File: config.mk
export PLATFORM = sky130hd
export DESIGN_NAME = prog_loader
export DESIGN_NICKNAME = d
export VERILOG_FILES = /design/src/rtl/prog_loader_pkg.sv /design/src/rtl/prog_loader_byte_asm.sv /design/src/rtl/prog_loader.sv
export SDC_FILE = /design/constraint.sdc
export NUM_CORES = 1
export LEC_CHECK = 0
export CAP_MARGIN = 20
export CORE_MARGIN = 2
export CORE_UTILIZATION = 55
export DETAILED_ROUTE_END_ITERATION = 7
export GPL_ROUTABILITY_DRIVEN = 0
export PLACE_DENSITY = 0.81
export SYNTH_ARGS = -nofsm -noshare
export SYNTH_HDL_FRONTEND = slang
export SYNTH_SLANG_ARGS = --single-unit
File: constraint.sdc
create_clock -name clk -period 14 [get_ports clk]
set_input_delay 2.1 -clock clk [delete_from_list [all_inputs] [get_ports clk]]
set_output_delay 2.1 -clock clk [all_outputs]
set_load 0.03 [all_outputs]
File: src/rtl/prog_loader_pkg.sv
// Shared constants for the program loader: widths, frame layout and FSM encodings.
package prog_loader_pkg;
    localparam int ADDR_LEN = 32;
    localparam int DATA_LEN = 128;
    localparam int INSN_LEN = 32;

    localparam int HDR_BYTES       = 4;
    localparam int IMEM_UNIT_BYTES = 16;
    localparam int DMEM_UNIT_BYTES = 4;

    localparam logic [2:0] S_HDR_I = 3'd0;
    localparam logic [2:0] S_IMEM  = 3'd1;
    localparam logic [2:0] S_HDR_D = 3'd2;
    localparam logic [2:0] S_DMEM  = 3'd3;
    localparam logic [2:0] S_CHK   = 3'd4;
    localparam logic [2:0] S_DONE  = 3'd5;
    localparam logic [2:0] S_ERROR = 3'd6;

    function automatic int max_int(input int a, input int b);
        return (a > b) ? a : b;
    endfunction
endpackage

File: src/rtl/prog_loader_byte_asm.sv
// Byte assembler: shifts bytes in MSB-first and flags the last byte of a 16-byte
// imem line or a 4-byte dmem word.
module prog_byte_asm
    import prog_loader_pkg::*;
(
    input  logic                clk,
    input  logic                reset,
    input  logic                i_en,
    input  logic                i_imem,
    input  logic [7:0]          i_byte,
    output logic [DATA_LEN-1:0] o_next,
    output logic                o_last
);
    logic [DATA_LEN-9:0] r_data;
    logic [3:0]          r_cnt;
    logic                w_end;

    assign w_end  = i_imem ? (r_cnt == 4'(IMEM_UNIT_BYTES - 1))
                           : (r_cnt == 4'(DMEM_UNIT_BYTES - 1));
    assign o_next = {r_data, i_byte};
    assign o_last = i_en & w_end;

    always_ff @(posedge clk or posedge reset) begin
        if (reset) begin
            r_data <= '0;
            r_cnt  <= '0;
        end else if (i_en) begin
            r_data <= o_next[DATA_LEN-9:0];
            r_cnt  <= w_end ? 4'd0 : r_cnt + 4'd1;
        end
    end
endmodule

File: src/rtl/prog_loader.sv
// Framed byte-stream program loader feeding imem lines and dmem words while holding
// the core in reset. Define PROG_LOADER_CHKSUM_EN to require a trailing checksum byte.
module prog_loader
    import prog_loader_pkg::*;
#(
    parameter int IMEM_LINES_MAX = 512,
    parameter int DMEM_WORDS_MAX = 2048
) (
    input  logic                clk,
    input  logic                reset,
    input  logic [7:0]          rx_data,
    input  logic                rx_valid,
    output logic                rx_ready,
    output logic [DATA_LEN-1:0] prog_loaddata,
    output logic [ADDR_LEN-1:0] prog_loadaddr,
    output logic                prog_imem_we,
    output logic                prog_dmem_we,
    output logic                prog_loading,
    output logic                loaded,
    output logic                load_err
);
    localparam int IW = max_int($clog2(IMEM_LINES_MAX) + 1, $clog2(DMEM_WORDS_MAX) + 1);
`ifdef PROG_LOADER_CHKSUM_EN
    localparam logic [2:0] S_LAST = S_CHK;
`else
    localparam logic [2:0] S_LAST = S_DONE;
`endif

    logic [2:0]          r_state;
    logic                r_rdy;
    logic [1:0]          r_hcnt;
    logic [23:0]         r_hdr;
    logic [IW-1:0]       r_cnt;
    logic [IW-1:0]       r_idx;
    logic [DATA_LEN-1:0] r_loaddata;
    logic [ADDR_LEN-1:0] r_loadaddr;
    logic                r_imem_we;
    logic                r_dmem_we;
`ifdef PROG_LOADER_CHKSUM_EN
    logic [7:0]          r_sum;
`endif

    logic                w_acc;
    logic                w_payload;
    logic                w_asm_last;
    logic [DATA_LEN-1:0] w_asm_next;
    logic [31:0]         w_hval;
    logic [2:0]          w_hdr_next;
    logic                w_sec_end;

    // Ready is withheld in the strobe cycle so index/state update never races a new byte.
    assign rx_ready  = r_rdy & ~r_imem_we & ~r_dmem_we &
                       (r_state == S_HDR_I || r_state == S_IMEM || r_state == S_HDR_D ||
                        r_state == S_DMEM  || r_state == S_CHK);
    assign w_acc     = rx_valid & rx_ready;
    assign w_payload = (r_state == S_IMEM) || (r_state == S_DMEM);
    assign w_hval    = {rx_data, r_hdr};
    assign w_sec_end = (r_idx + IW'(1)) == r_cnt;

    prog_byte_asm u_asm (
        .clk    (clk),
        .reset  (reset),
        .i_en   (w_acc & w_payload),
        .i_imem (r_state == S_IMEM),
        .i_byte (rx_data),
        .o_next (w_asm_next),
        .o_last (w_asm_last)
    );

    always_comb begin
        w_hdr_next = r_state;
        if (r_state == S_HDR_I) begin
            if (w_hval > 32'(IMEM_LINES_MAX))      w_hdr_next = S_ERROR;
            else if (w_hval == 32'd0)              w_hdr_next = S_HDR_D;
            else                                   w_hdr_next = S_IMEM;
        end else begin
            if (w_hval > 32'(DMEM_WORDS_MAX))      w_hdr_next = S_ERROR;
            else if (w_hval == 32'd0)              w_hdr_next = S_LAST;
            else                                   w_hdr_next = S_DMEM;
        end
    end

    always_ff @(posedge clk or posedge reset) begin
        if (reset) begin
            r_state    <= S_HDR_I;
            r_rdy      <= 1'b0;
            r_hcnt     <= '0;
            r_hdr      <= '0;
            r_cnt      <= '0;
            r_idx      <= '0;
            r_loaddata <= '0;
            r_loadaddr <= '0;
            r_imem_we  <= 1'b0;
            r_dmem_we  <= 1'b0;
`ifdef PROG_LOADER_CHKSUM_EN
            r_sum      <= '0;
`endif
        end else begin
            r_rdy     <= 1'b1;
            r_imem_we <= 1'b0;
            r_dmem_we <= 1'b0;
            case (r_state)
                S_HDR_I, S_HDR_D: begin
                    if (w_acc) begin
                        r_hdr  <= w_hval[31:8];
                        r_hcnt <= r_hcnt + 2'd1;
                        r_cnt  <= w_hval[IW-1:0];
                        r_idx  <= '0;
                        if (r_hcnt == 2'(HDR_BYTES - 1))
                            r_state <= w_hdr_next;
                    end
                end
                S_IMEM, S_DMEM: begin
                    if (w_asm_last) begin
                        if (r_state == S_IMEM) begin
                            r_loaddata <= w_asm_next;
                            r_loadaddr <= ADDR_LEN'({r_idx, 4'b0000});
                            r_imem_we  <= 1'b1;
                        end else begin
                            r_loaddata <= {w_asm_next[INSN_LEN-1:0], {(DATA_LEN-INSN_LEN){1'b0}}};
                            r_loadaddr <= ADDR_LEN'({r_idx, 2'b00});
                            r_dmem_we  <= 1'b1;
                        end
                    end
                    if (r_imem_we | r_dmem_we) begin
                        r_idx <= r_idx + IW'(1);
                        if (w_sec_end)
                            r_state <= (r_state == S_IMEM) ? S_HDR_D : S_LAST;
                    end
                end
`ifdef PROG_LOADER_CHKSUM_EN
                S_CHK: begin
                    if (w_acc)
                        r_state <= (rx_data == r_sum) ? S_DONE : S_ERROR;
                end
`endif
                default: ;
            endcase
`ifdef PROG_LOADER_CHKSUM_EN
            if (w_acc & w_payload)
                r_sum <= r_sum + rx_data;
`endif
        end
    end

    assign prog_loaddata = r_loaddata;
    assign prog_loadaddr = r_loadaddr;
    assign prog_imem_we  = r_imem_we;
    assign prog_dmem_we  = r_dmem_we;
    assign loaded        = (r_state == S_DONE);
    assign load_err      = (r_state == S_ERROR);
    assign prog_loading  = (r_state != S_DONE);
endmodule

# Word-level counts from Yosys, hierarchy flattened
# Index checks and enable logic that the tools add are counted.
# totals
mem_bits_rw,0
romBits,0
memories,0
in_bits,11
latch_bits,0
elab_cells,79
ff_bits,340
# op_classes
eq_ne,15
n_mul,0
n_lt_le_gt_ge,2
n_reduce_logical,14
div_mod_pow,0
n_mux,24
add_sub_neg,3
bitwise_logic,9
n_shift,0
# ops
cell,count
two-way mux 128 bit,1
> comparator 32 x 10 -> 1 bit (second input constant),1
> comparator 32 x 12 -> 1 bit (second input constant),1
zero test 32 bit,1
two-way mux 3 bit,9
two-way mux 12 bit,2
one-hot mux 12 bit (2 select lines),1
two-way mux 16 bit,1
adder 12 x 1 -> 12 bit (second input constant),1
equality test 12 bit,1
equality test 3 bit (second input constant),3
!= test 2 bit (second input constant),4
two-way mux 1 bit,7
bitwise AND 1 bit,6
equality test 3 x 2 -> 1 bit (second input constant),2
one-hot mux 3 bit (2 select lines),1
logical OR 1 bit,5
AND reduction 5 bit,1
adder 4 x 1 -> 4 bit (second input constant),1
equality test 4 x 2 -> 1 bit (second input constant),1
equality test 4 bit (second input constant),1
two-way mux 4 bit,1
AND reduction 2 bit,2
OR reduction 2 bit,2
10 further kinds,11

# Longest topological paths before layout
# Gate-level depths: netlist of run 1.
# logic_depth
ltp_word,11
ltp_mapped,10
ltp_nobuf,7

# By module
# Synthesis of run 1 repeated with hierarchy kept, for this count alone.
# hier_totals
cells_unflattened,1191
area_unflattened_um2,13417.9
# modules_own_cells
mod,seq_area_each_um2,cells_per_inst,area_per_inst_um2,instances
prog_loader,4854.7,906,8536.9,1
prog_byte_asm,3103.0,285,4880.9,1

# Worst setup path after synthesis of run 1
# No wires, ideal clock.
# synth_path
path_kind,input to register
from,input port rx_valid
to,register r_loadaddr[15] (netlist: prog_loadaddr[15])
slack_ns,10.374
path_stages,8
arrival_time_ns,3.505
t_required_ns,13.879
n_path_buf,3
path_cell_list,inv_1 nor4_4 nand2_1 a21o_1 clkbuf_1 buf_2 buf_2 a22o_1
# synth_via
elab_chain_cells,4
# synth_rtl
element,line_no,rtl
from (decl),prog_loader.sv:12,"input logic rx_valid,"
bitwise AND 1 bit,prog_loader.sv:55,assign w_acc = rx_valid & rx_ready;
bitwise AND 1 bit,prog_loader.sv:63,".i_en (w_acc & w_payload),"
bitwise AND 1 bit,prog_loader_byte_asm.sv:21,assign o_last = i_en & w_end;
AND reduction 2 bit (no line),n/a,
to (signal assigned),prog_loader.sv:117,"r_loadaddr <= ADDR_LEN'({r_idx, 4'b0000});"
to (signal assigned),prog_loader.sv:121,"r_loadaddr <= ADDR_LEN'({r_idx, 2'b00});"
to (decl),prog_loader.sv:36,logic [ADDR_LEN-1:0] r_loadaddr;
# Every way passes these cells.
# A chain may end at the register's enable or synchronous reset.

# Worst setup path in the final report of run 1
# layout_path
from,input port rx_valid
to,register r_loaddata[25] (netlist: prog_loaddata[25])
# layout_via
elab_chain_cells,4
# layout_rtl
element,line_no,rtl
bitwise AND 1 bit,prog_loader.sv:55,
bitwise AND 1 bit,prog_loader.sv:63,
bitwise AND 1 bit,prog_loader_byte_asm.sv:21,
AND reduction 2 bit (no line),n/a,
to (signal assigned),prog_loader.sv:116,r_loaddata <= w_asm_next;
to (signal assigned),prog_loader.sv:120,"r_loaddata <= {w_asm_next[INSN_LEN-1:0], {(DATA_LEN-INSN_LEN){1'b0}}};"
to (decl),prog_loader.sv:35,logic [DATA_LEN-1:0] r_loaddata;
# Every way passes these cells.

==> qor.csv, run 1 <==
metric,value,unit
hold_viol,0,
drive_gt1_share,7.57,%
ant_nets,0,
initial_core_util,55.6,%
drc_errors,0,
yosys.area.top_type,dfrtp_1,
first_pass_iters,4,
diodes,0,
grt_max_degree,97,
ys_seq_elements,318,
ir_worst_vdd,0.114,mV
design_power_total,0.00209,W
setup_tns,0,ns
ioPinCount,177,
syn_area_per_cell,10.6,um2
syn_to_final_growth,21.9,%
wl_per_cell,18.5,um
die_x,158,um
place_hpwl,19600,um
fin_nets,1368,
tritoncts,yes,
final_common_cell,nand2_1,
vias,9512,
clk_path_buf_depth,3,
crit_path_start_kind,primary input,
cp-end-kind,flop,
rsz0062_at_grt,false,
grt_pass1_vias,9438,
cp.arrival,5.55,ns
synth_top_area_share,61.3,%
wirelength,31300,um
grt_pass1_wl,50600,um
worst_pin_slew,0.989,ns
rows,56,
syn-cell-area,13000,um2
hp-class,flop to flop,
path_max_fanout,78,
synthTopCellsByArea,"dfrtp_1 (61%), nand2_1 (12%), a22o_1 (6.7%), mux2i_1 (3.0%), mux2_2 (2.7%)",
cts.sinks,318,
slew_headroom,34.1,%
root_buffer,clkbuf_16,
layout_common_cells,"nand2_1 (427), dfrtp_1 (318), clkdlybuf4s50_1 (158), a22o_1 (99), o21ai_0 (62)",
cts_made_buffers,34,
clock_latency,0.52,ns
setup_viol,0,
clkTransAtPathRegs,0.06,ns
placed_area,14700,um2
synth-edff-count,0,
antenna_found_initial,0,
min_period_over_period,36.5,%
overflow,0,
syn_inst,1229,
die_h,158,um
synthDistinctLibCells,54,
cts_resized,0,
cts_hold_buf,0,
path_class,primary input to flop,
yosysSeqAreaShare,61.3,%
via_per_inst,5.62,
fin_crit,5.10,ns
drt_iter0_drc,680,
skew,0.0231,ns
postCtsSetupBuffers,0,
p_leak,7.51,nW
synth_flop_cell,dfrtp_1,
critPathRequiredTime,14.45,ns
finalMaxSlewViolations,0,
port_buffers,158,
grtUsageTotal,25.8,%
maxCapViolations,0,
ys.warnings.count,0,
coreArea,23300,um2
powerDensity,132,nW/um2
design_area,15800,um2
status,finished clean,
htree_levels,2,
ys_async_sr_fraction,100,%
max_freq,196,MHz
die_area,24800,um2
[where the power goes]
group | total, W | switching [W] | internal [W]
clock network | 0.000905 | 0.000361 | 0.000544
registers | 0.00103 | 0.0000533 | 0.000972
logic | 0.000159 | 0.0000810 | 0.0000783
[routing by layer]
| layer | up-vias | wire [um] | GRT usage, % |
|---|---|---|---|
| met1 | 4755 | 13600 | 36.9 |
| met3 | 52 | 1720 | 3.97 |
| met2 | 328 | 15100 | 41.2 |
| met5 | - | 0 | 0 |
| met4 | 0 | 835 | 8.18 |
| li1 | 4377 | - | - |
[worst max-delay path, cell delays in order]
cell             delay (ns)
clkdlybuf4s50_1        0.53
inv_1                  0.11
nor4_4                 0.27
buf_4                  0.54
nand2_1                0.28
nor2_4                 0.59
buf_4                  0.76
a22o_1                 0.25
[synthesized netlist by cell type (2+ instances only)]
cell,n
nor4_1,9
nor4b_1,2
o21ai_0,62
mux2_2,31
dfrtp_1,318
nor3b_1,4
and4_1,3
xnor2_1,8
nand3_1,12
a21oi_1,10
nand4_1,4
a21o_1,3
buf_1,5
a221oi_1,2
clkbuf_1,48
ha_1,4
nor2_1,19
and3_1,4
a31oi_1,7
xor2_1,4
nor2b_1,2
a41oi_1,2
a22o_1,99
a311oi_1,3
or3_1,4
nand2_1,427
mux2i_1,39
o31ai_1,3
buf_2,27
buf_4,19
conb_1,2
o41ai_1,5
nor3_1,3
o21ai_1,6
inv_1,10
[stage by stage]
stage	hold WS (ns)	instances	setup slack [ns]	util (%)
after floorplan	0.446	1246	3.10	-
after global placement	0.458	1634	8.53	62.9
after detailed placement	0.465	1634	8.41	62.9
after CTS	0.479	1691	8.96	67.7
after global routing	0.501	1693	8.69	67.9
final	0.474	1693	8.90	67.9
[cell type report]
cell class	instances	area, um2
inverters	10	45.0
multi-input cells	819	4620
well taps	319	399
repair buffers	170	1690
clock inverters	13	193
clock buffers	44	930
fillers	1718	7500
flip-flops and latches	318	7960
[sequential cells by signal, summed over array words and instances, names as in the netlist]
| name | cells |
|---|---|
| u_asm.r_cnt | 4 |
| r_hdr | 24 |
| r_cnt | 8 |
| prog_imem_we | 1 |
| u_asm.r_data | 120 |
| r_state | 3 |
| prog_loaddata | 128 |
| prog_dmem_we | 1 |
| r_idx | 12 |
| prog_loadaddr | 14 |
| r_hcnt | 2 |
| r_rdy | 1 |
[kinds of logic after synthesis]
logic type | count (synthesis) | share of synthesized area [%]
flops | 318 | 61.3
mux | 70 | 5.70
buf+inv | 109 | 3.96
simple gates | 501 | 15.7
other cells | 2 | 0.0578
fa+ha+maj | 4 | 0.386
compound gates | 212 | 11.9
xor+xnor | 13 | 0.983
[final timing paths]
kind	start	end	slack (ns)	cells past startpoint
max	rx_valid	prog_loaddata[25]$_DFFE_PP0P_	8.90	8
min	u_asm.r_data[119]$_DFFE_PP0P_	u_asm.r_data[119]$_DFFE_PP0P_	0.47	2
min in group asynchronous	reset	prog_loaddata[24]$_DFFE_PP0P_	2.06	2
max reg2reg	r_state[0]$_DFFE_PP0P_	prog_loaddata[123]$_DFFE_PP0P_	10.00	7
min reg2reg	u_asm.r_data[119]$_DFFE_PP0P_	u_asm.r_data[119]$_DFFE_PP0P_	0.47	2
max in group asynchronous	reset	prog_loaddata[5]$_DFFE_PP0P_	10.57	3
Power figures use the tool's default switching activity.
==> run 2: changes to the inputs <==
- CORE_UTILIZATION: 55 -> 50
- PLACE_DENSITY: 0.81 -> 0.78
- clock period: 14 -> 4.6 ns (I/O delays scaled with it)
==> run 2 against run 1 <==
Against the previous run: sequential power rose to 3.0 times the previous value; die area up 9.7%; combinational power rose to 3.1 times the previous value; total power rose to 3.0 times the previous value; largest cell class unchanged; hold slack lost 0.064 ns; setup slack got worse by 7.8 ns; highest routed layer unchanged; global-route usage is 2.5 points lower; final area decreased by 0.19%; critical path depth down 1; final cell count up 0.77%; sequential cell count stayed put.
==> qor.csv, run 2 (synthesis results as in run 1) <==
metric,value,unit,change
status,finished clean,,
port_buffers,158,,unchanged
powerDensity,391,nW/um2,+200%
cp-end-kind,flop,,
ir_worst_vdd,0.337,mV,+200%
min_period_over_period,76.8,%,
fill_cells,1990,,+16%
crit_buf_inv,2,,-2
critPathTopFamily,buffers and inverters,,
slowest_stage,buf_4,,
grt_max_degree,142,,+46%
hold_viol,0,,unchanged
drc_errors,0,,unchanged
r2r-start,r_state[0]$_DFFE_PP0P_,,
cts_made_buffers,31,,-8.8%
ioPinCount,177,,unchanged
place_hpwl,19900,um,+1.5%
clkTransAtPathRegs,0.06,ns,about the same
max_freq,283,MHz,
drive_gt1_share,8.07,%,+0.50 points
cts_hold_buf,0,,unchanged
cts.sinks,318,,unchanged
critPathRequiredTime,4.99,ns,-9.46 ns
fin_nets,1366,,-0.15%
finalMaxSlewViolations,0,,unchanged
wirelength,31300,um,about the same
crit_path_start_kind,flop,,
first_pass_iters,5,,+1
cp.arrival,3.92,ns,-1.63 ns
fin_crit,3.53,ns,
vias,9575,,+0.66%
diodes,0,,unchanged
maxCapViolations,0,,unchanged
cts_resized,0,,unchanged
rows,58,,+3.6%
final_common_cell,nand2_1,,
hp-class,primary input to asynchronous set/reset pin,,
rsz0062_at_grt,false,,
clk_path_buf_depth,3,,unchanged
drt_iter0_drc,942,,+39%
path_max_fanout,94,,+21%
largest_reg_flops,128,,unchanged
ant_nets,0,,unchanged
path_cells,"nand2b_1, nor2_4, buf_4, or3_1, a21o_4, buf_4, o21ai_0",,
slowest_delay,0.79,ns,+0.03 ns
grt_pass1_vias,9419,,-0.20%
layout_common_cells,"nand2_1 (427), dfrtp_1 (318), clkdlybuf4s50_1 (158), a22o_1 (99), o21ai_0 (62)",,
clock_latency,0.56,ns,+0.04 ns
cpMostUsedCell,buf_4,,
worst_pin_slew,0.989,ns,-0.0000189 ns
reg2reg_to,prog_loaddata[109]$_DFFE_PP0P_,,
coreArea,25300,um2,+8.5%
grt_pass1_wl,50500,um,-0.12%
root_buffer,clkbuf_16,,
finish.utilization,62.4,%,-5.5 points
overflow,0,,unchanged
slew_headroom,34.1,%,about the same
die_x,165,um,+4.8%
p_leak,7.50,nW,-0.18%
holdWs,0.409,ns,-0.0644 ns
skew,0.0101,ns,-0.0129 ns
rrSetupSlack,1.07,ns,-8.93 ns
wl_per_cell,18.3,um,-0.85%
reg2reg_depth,7,,unchanged
setup_viol,0,,unchanged
postCtsSetupBuffers,0,,unchanged
path_class,flop to flop,,
tritoncts,yes,,
initial_core_util,51.3,%,-4.4 points
die_area,27300,um2,+9.7%
die_h,165,um,+4.8%
grtUsageTotal,23.3,%,-2.5 points
syn_to_final_growth,21.7,%,
antenna_found_initial,0,,unchanged
via_per_inst,5.61,,-0.10%
htree_levels,1,,-1
run 2: final cells by class:
class	instances	area, um2	area share [%]
Sequential cell	318	7960	50.4
Clock buffer	36	825	5.22
Multi-Input combinational cell	819	4620	29.2
Inverter	10	41.3	0.261
Timing Repair Buffer	171	1730	10.9
Tap cell	330	413	2.61
Clock inverter	22	220	1.39
run 2: worst max-delay path by stage:
stage | slack, ns | from | depth (start not counted) | end
finish | 1.07 | r_state[0]$_DFFE_PP0P_ | 7 | prog_loaddata[109]$_DFFE_PP0P_
global route | 0.75 | r_state[0]$_DFFE_PP0P_ | 7 | prog_loaddata[109]$_DFFE_PP0P_
CTS | 1.09 | r_state[0]$_DFFE_PP0P_ | 7 | prog_loadaddr[11]$_DFFE_PP0P_
detailed placement | 0.97 | rx_valid | 7 | prog_loaddata[96]$_DFFE_PP0P_
global placement | 1.10 | rx_valid | 7 | prog_loaddata[98]$_DFFE_PP0P_
floorplan | -0.33 | reset | 1 | prog_dmem_we$_DFF_PP0_
run 2: where the power goes:
group / internal [W] / leakage (nW) / total [W] / switching (W)
Combinational: 0.000239 / 2.62 / 0.000489 / 0.000250
Clock: 0.00146 / 0.522 / 0.00256 / 0.00109
Sequential: 0.00296 / 4.35 / 0.00312 / 0.000167
Total: 0.00466 / 7.50 / 0.00617 / 0.00151
run 2: per-layer routing:
metal | routed length, um | vias to the layer above | track usage [%]
met3 | 2030 | 64 | 3.12
met5 | 0 | - | 0
li1 | - | 4371 | -
met2 | 14600 | 364 | 36.3
met1 | 13700 | 4776 | 34.3
met4 | 900 | 0 | 7.63
run 2: through the flow:
stage | worst slack [ns] | total power (W) | setup TNS [ns] | cells | cell area [um2]
2_1_floorplan | -0.329 | 0.00350 | -104.57 | 1246 | 13100
3_3_place_gp | 1.10 | 0.00363 | 0 | 1647 | 14700
3_5_place_dp | 0.970 | 0.00365 | 0 | 1647 | 14700
4_1_cts | 1.09 | 0.00621 | 0 | 1705 | 15800
5_1_grt | 0.754 | 0.00639 | 0 | 1706 | 15800
6_report | 1.07 | 0.00617 | 0 | 1706 | 15800
==> run 3: changes to the inputs <==
- CORE_UTILIZATION: 50 -> 55
- PLACE_DENSITY: 0.78 -> 0.81
- clock period: 4.6 -> 3.6 ns (I/O delays scaled with it)
==> run 3 against run 2 <==
Against the previous run: largest cell class unchanged; critical endpoint is now rx_ready; hold slack worse by 0.049 ns; highest routed layer unchanged; critical path depth decreased by 4; sequential cell count unchanged; clock-buffer cell count up 15; final cell count decreased by 0.41%.
==> qor.csv, run 3 (synthesis results as in run 1) <==
metric,value,unit,change
status,finished clean,,
p_leak,7.56,nW,+0.88%
first_pass_iters,5,,unchanged
ioPinCount,177,,unchanged
worst_pin_slew,0.915,ns,-0.0736 ns
crit_path_start_kind,flop,,
layout_setup_ws,0.729,ns,-0.340 ns
cts_made_buffers,34,,+9.7%
r2r-start,r_state[0]$_DFFE_PP0P_,,
die_area,24800,um2,-8.9%
cp-end-kind,output port,,
wl_met2,14800,um,+1.1%
critPathRequiredTime,3.06,ns,-1.93 ns
grt_pass1_wl,49800,um,-1.5%
via_per_inst,5.64,,+0.46%
grtUsageTotal,25.4,%,+2.1 points
final_common_cell,nand2_1,,
rrSetupSlack,0.74,ns,-0.33 ns
root_buffer,clkbuf_16,,
cts.sinks,318,,unchanged
path_max_fanout,4,,-96%
cp.arrival,2.33,ns,-1.59 ns
wl_per_cell,18.2,um,-0.72%
drive_gt1_share,8.12,%,+0.049 points
holdWs,0.360,ns,-0.0491 ns
die_x,158,um,-4.5%
postCtsSetupBuffers,0,,unchanged
port_buffers,158,,unchanged
m1WireLength,13200,um,-3.3%
critPathTopFamily,buffers and inverters,,
drt_iter0_drc,912,,-3.2%
setup_viol,0,,unchanged
clkTransAtPathRegs,0.06,ns,about the same
powerDensity,517,nW/um2,+32%
fill_cells,1696,,-15%
clk_path_buf_depth,3,,unchanged
path_cells,"or3b_1, nor2_1, clkdlybuf4s50_1",,
cts_hold_buf,0,,unchanged
overflow,0,,unchanged
coreArea,23300,um2,-7.9%
rows,56,,-3.4%
layout_common_cells,"nand2_1 (427), dfrtp_1 (318), clkdlybuf4s50_1 (158), a22o_1 (99), o21ai_0 (62)",,
fin_nets,1371,,+0.37%
reg2reg_to,prog_loaddata[88]$_DFFE_PP0P_,,
min_period_over_period,79.8,%,
reg2reg_depth,6,,-1
finalMaxSlewViolations,0,,unchanged
initial_core_util,55.6,%,+4.4 points
max_freq,348,MHz,
path_class,flop to output port,,
ant_nets,0,,unchanged
clock_latency,0.51,ns,-0.05 ns
grt_max_degree,159,,+12%
die_h,158,um,-4.5%
hold_viol,0,,unchanged
diodes,0,,unchanged
finish.utilization,68.4,%,+6.1 points
hp-class,primary input to asynchronous set/reset pin,,
crit_buf_inv,1,,-1
routed.top_layer,met4,,
slowest_delay,0.72,ns,-0.07 ns
largest_reg_flops,128,,unchanged
maxCapViolations,0,,unchanged
placed_area,14800,um2,about the same
place_hpwl,19400,um,-2.7%
drc_errors,0,,unchanged
grt_pass1_vias,9363,,-0.59%
antenna_found_initial,0,,unchanged
cts_resized,0,,unchanged
design_area,16000,um2,+1.1%
slew_headroom,38.7,%,+4.7 points
syn_to_final_growth,23.0,%,
vias,9580,,+0.052%
wl_met3,1840,um,-9.4%
rsz0062_at_grt,false,,
skew,0.0141,ns,+0.00399 ns
slowest_stage,clkdlybuf4s50_1,,
ir_worst_vdd,0.365,mV,+8.4%
dp_slack,0.644,ns,-0.327 ns
wirelength,30900,um,-1.1%
htree_levels,2,,+1
tritoncts,yes,,
setup_tns,0,ns,unchanged
fin_crit,2.87,ns,
-- run 3: cell types whose count changed in the layout (fill, tap and decap cells not counted), sizes merged --
cell and change:
clkbuf +15, buf +2, clkinvlp +2, inv -1, clkinv -14
-- run 3: cell type report --
| type | count | area, um2 | share of cell area [%] |
|---|---|---|---|
| clock buffer | 51 | 1070 | 6.69 |
| timing repair buffer | 173 | 1760 | 11.0 |
| tap | 319 | 399 | 2.50 |
| clock inverter | 9 | 130 | 0.815 |
| sequential | 318 | 7960 | 49.8 |
| inverter | 10 | 41.3 | 0.259 |
| multi-input combinational | 819 | 4620 | 28.9 |
-- run 3: worst max-delay path by stage --
| stage | from | to | slack (ns) | cells past startpoint |
|---|---|---|---|---|
| 6_report | prog_imem_we$_DFF_PP0_ | rx_ready | 0.73 | 3 |
| 4_1_cts | prog_imem_we$_DFF_PP0_ | rx_ready | 0.71 | 3 |
| 3_3_place_gp | rx_valid | prog_loaddata[88]$_DFFE_PP0P_ | 0.67 | 7 |
| 5_1_grt | r_idx[2]$_DFFE_PP0P_ | r_state[0]$_DFFE_PP0P_ | 0.51 | 6 |
| 2_1_floorplan | reset | prog_dmem_we$_DFF_PP0_ | -1.18 | 1 |
| 3_5_place_dp | rx_valid | prog_loaddata[0]$_DFFE_PP0P_ | 0.64 | 7 |
-- run 3: metal layers --
metal,track usage (%),vias up
met1,36.1,4792
met4,9.26,0
met2,39.5,341
met3,4.82,69
li1,-,4378
met5,0,-
-- run 3: per-stage QoR --
stage / power [W] / std cells
after CTS: 0.00830 / 1698
after floorplan: 0.00448 / 1246
final: 0.00825 / 1699
after detailed placement: 0.00465 / 1638
after global routing: 0.00854 / 1699
after global placement: 0.00461 / 1638
-- run 3: where the power goes --
group,total (W),switching [W],leakage [nW],internal [W]
Sequential,0.00399,0.000207,4.35,0.00378
Combinational,0.000611,0.000307,2.63,0.000304
Clock,0.00365,0.00138,0.577,0.00227
Total,0.00825,0.00190,7.56,0.00635
==> edit, RTL diff (config.mk and constraints of run 2) <==
The option `PROG_LOADER_CHKSUM_EN` is turned on by a define.
--- a/src/rtl/prog_loader.sv
+++ b/src/rtl/prog_loader.sv
@@ -2,2 +2,4 @@
 // the core in reset. Define PROG_LOADER_CHKSUM_EN to require a trailing checksum byte.
+`define PROG_LOADER_CHKSUM_EN
+
 module prog_loader
Check against the original RTL: not equivalent (a bounded check fails within 10 cycles, from zero or initial values and one cycle with reset high).
==> edit against run 2 <==
Final area is 3.0% higher. Area after synthesis is 3.3% higher. Routed wire length is 2.1% higher. Via count is 3.0% higher. Sequential cell count is 8 higher. Synthesized cell count is 1.7% higher. Worst setup slack better by 230 ps.
Power is not compared: it rests on default switching activity, and its combinational part moved more than twofold at a synthesized area within 25%.
==> edit: results (changes against run 2) <==
stage;metric;value;unit;change
synth;synthAdderAreaFrac;1.175;%;was 0.3855%
synth;synth-compound-area-share;12.91;%;was 11.89%
drt;routedWlPerCell;18.40;µm;was 18.33 µm
finish;nets;1403;;was 1366
synth;synth_area_per_cell;10.73;µm²;was 10.56 µm²
worst_setup_path;r2r_slack;1740;ps;was 1070 ps
synth;synth_area_leaders;dfrtp_1 61%, nand2_1 11%, a22o_1 6.5%, a222oi_1 3.1%, mux2_2 2.9%;;was dfrtp_1 61%, nand2_1 12%, a22o_1 6.7%, mux2i_1 3.0%, mux2_2 2.7%
synth;ys_seq_area_share;60.82;%;was 61.30%
finish;multiInputGateArea;0.004684;mm²;was 0.004616 mm²
worst_setup_path;cp_top_family;simple AND/OR/NAND/NOR gates;;was buffers and inverters
grt;grt_use_total;22.87;%;was 23.33%
synth;synth.distinct_cells;58;;was 54
synth;synth_top_cells_by_count;402 x nand2_1, 326 x dfrtp_1, 100 x a22o_1;;was 427 x nand2_1, 318 x dfrtp_1, 99 x a22o_1
sta;timing.slew.headroom;36.64;%;was 34.07%
outcome;outcome;finished, final reports clean;;unchanged
finish;final_layout_size_suffix_gt1_share;8.286;%;was 8.067%
place;hpwlAfterDp;20220;µm;was 19910 µm
power;ir_drop;0.2350;mV;
synth;muxShareOfSynthArea;2.929;%;was 5.696%
drt;drt_iter0_drc;1139;;was 942
drt;vias;9859;;was 9575
synth;synth_xor_xnor_area_share;1.502;%;was 0.9830%
grt;grt_pass1_vias;9647;;was 9419
hold_path;hp-class;register to register;;was primary input to async pin
finish;fin_cells;1735;;was 1706
sta;clock.fmax;303.3;MHz;was 283.2 MHz
clock_network;clkSlewWorstSetupHoldPaths;60;ps;about the same
worst_setup_path;path_max_fanout;4;;was 94
worst_setup_path;crit_path_max_incr_delay;760;ps;was 790 ps
sta;timing.hold.ws;478.4;ps;was 409.4 ps
clock_network;cts_htree_levels;2;;was 1
worst_setup_path;arrival;2610;ps;was 3920 ps
clock_network;worstSkewPairLatency;510;ps;was 560 ps
sta;skew;9.907;ps;was 10.14 ps
grt;grt_pass1_wl;51980;µm;was 50540 µm
finish;fillCellCount;2046;;was 1990
place;pre_cts_ws;1406;ps;was 970.4 ps
place;placed_area;0.01523;mm²;was 0.01475 mm²
grt;grt_max_degree;144;;was 142
drt;first_pass_iters;8;;was 5
## edit: changes by cell type in the layout (fill, tap and decap cells not counted), moves of 6 or more
cell / before / now
o21ai_0: 62 / 24
mux2i_1: 39 / 1
xor2_1: 4 / 10
nand2_1: 427 / 402
clkbuf_1: 2 / 8
ha_1: 4 / 11
a222oi_1: 0 / 42
inv_1: 9 / 55
o31ai_1: 3 / 10
o21ai_1: 6 / 0
clkinv_2: 12 / 3
dfrtp_1: 318 / 326
nor3_1: 3 / 10
## edit: final cells by class
cell class / instances / share of cell area (%)
inverter: 56 / 1.314
timing repair buffer: 175 / 10.80
tap: 335 / 2.574
clock inverter: 5 / 0.1998
multi-input combinational: 787 / 28.77
clock buffer: 51 / 6.239
sequential: 326 / 50.10
## edit: path summary, 6_finish.rpt
path                                endpoint  depth (start not counted)              start
min reg2reg                u_asm.r_data[118]                          2  u_asm.r_data[118]
min                        u_asm.r_data[118]                          2  u_asm.r_data[118]
max reg2reg                       r_state[1]                          7           r_idx[0]
max in group asynchronous           r_idx[0]                          3              reset
min in group asynchronous  prog_loaddata[32]                          2              reset
max                                 rx_ready                          3       prog_imem_we
## edit: report_power, final
group | total (mW) | internal, mW | switching, mW | leakage (nW)
Sequential | 4.10 | 3.47 | 0.635 | 4.38
Clock | 2.59 | 1.52 | 1.07 | 0.519
Combinational | 1.99 | 0.848 | 1.14 | 3.39
## edit: routing by layer
layer / global-route usage, % / up-vias / share of wire [%]
met1: 33.51 / 4969 / 45
li1: - / 4522 / -
met2: 35.95 / 319 / 47
met5: 0 / - / 0
met3: 3.409 / 49 / 6.1
met4: 6.389 / 0 / 2.3
## edit: cells by family after synthesis
logic type,after synthesis
AOI/OAI and AO/OA,209
and+or+nand+nor,489
adders and majority gates,12
xor gates and xnor gates,23
buffers and inverters,154
other,2
muxes,35
DFF,326
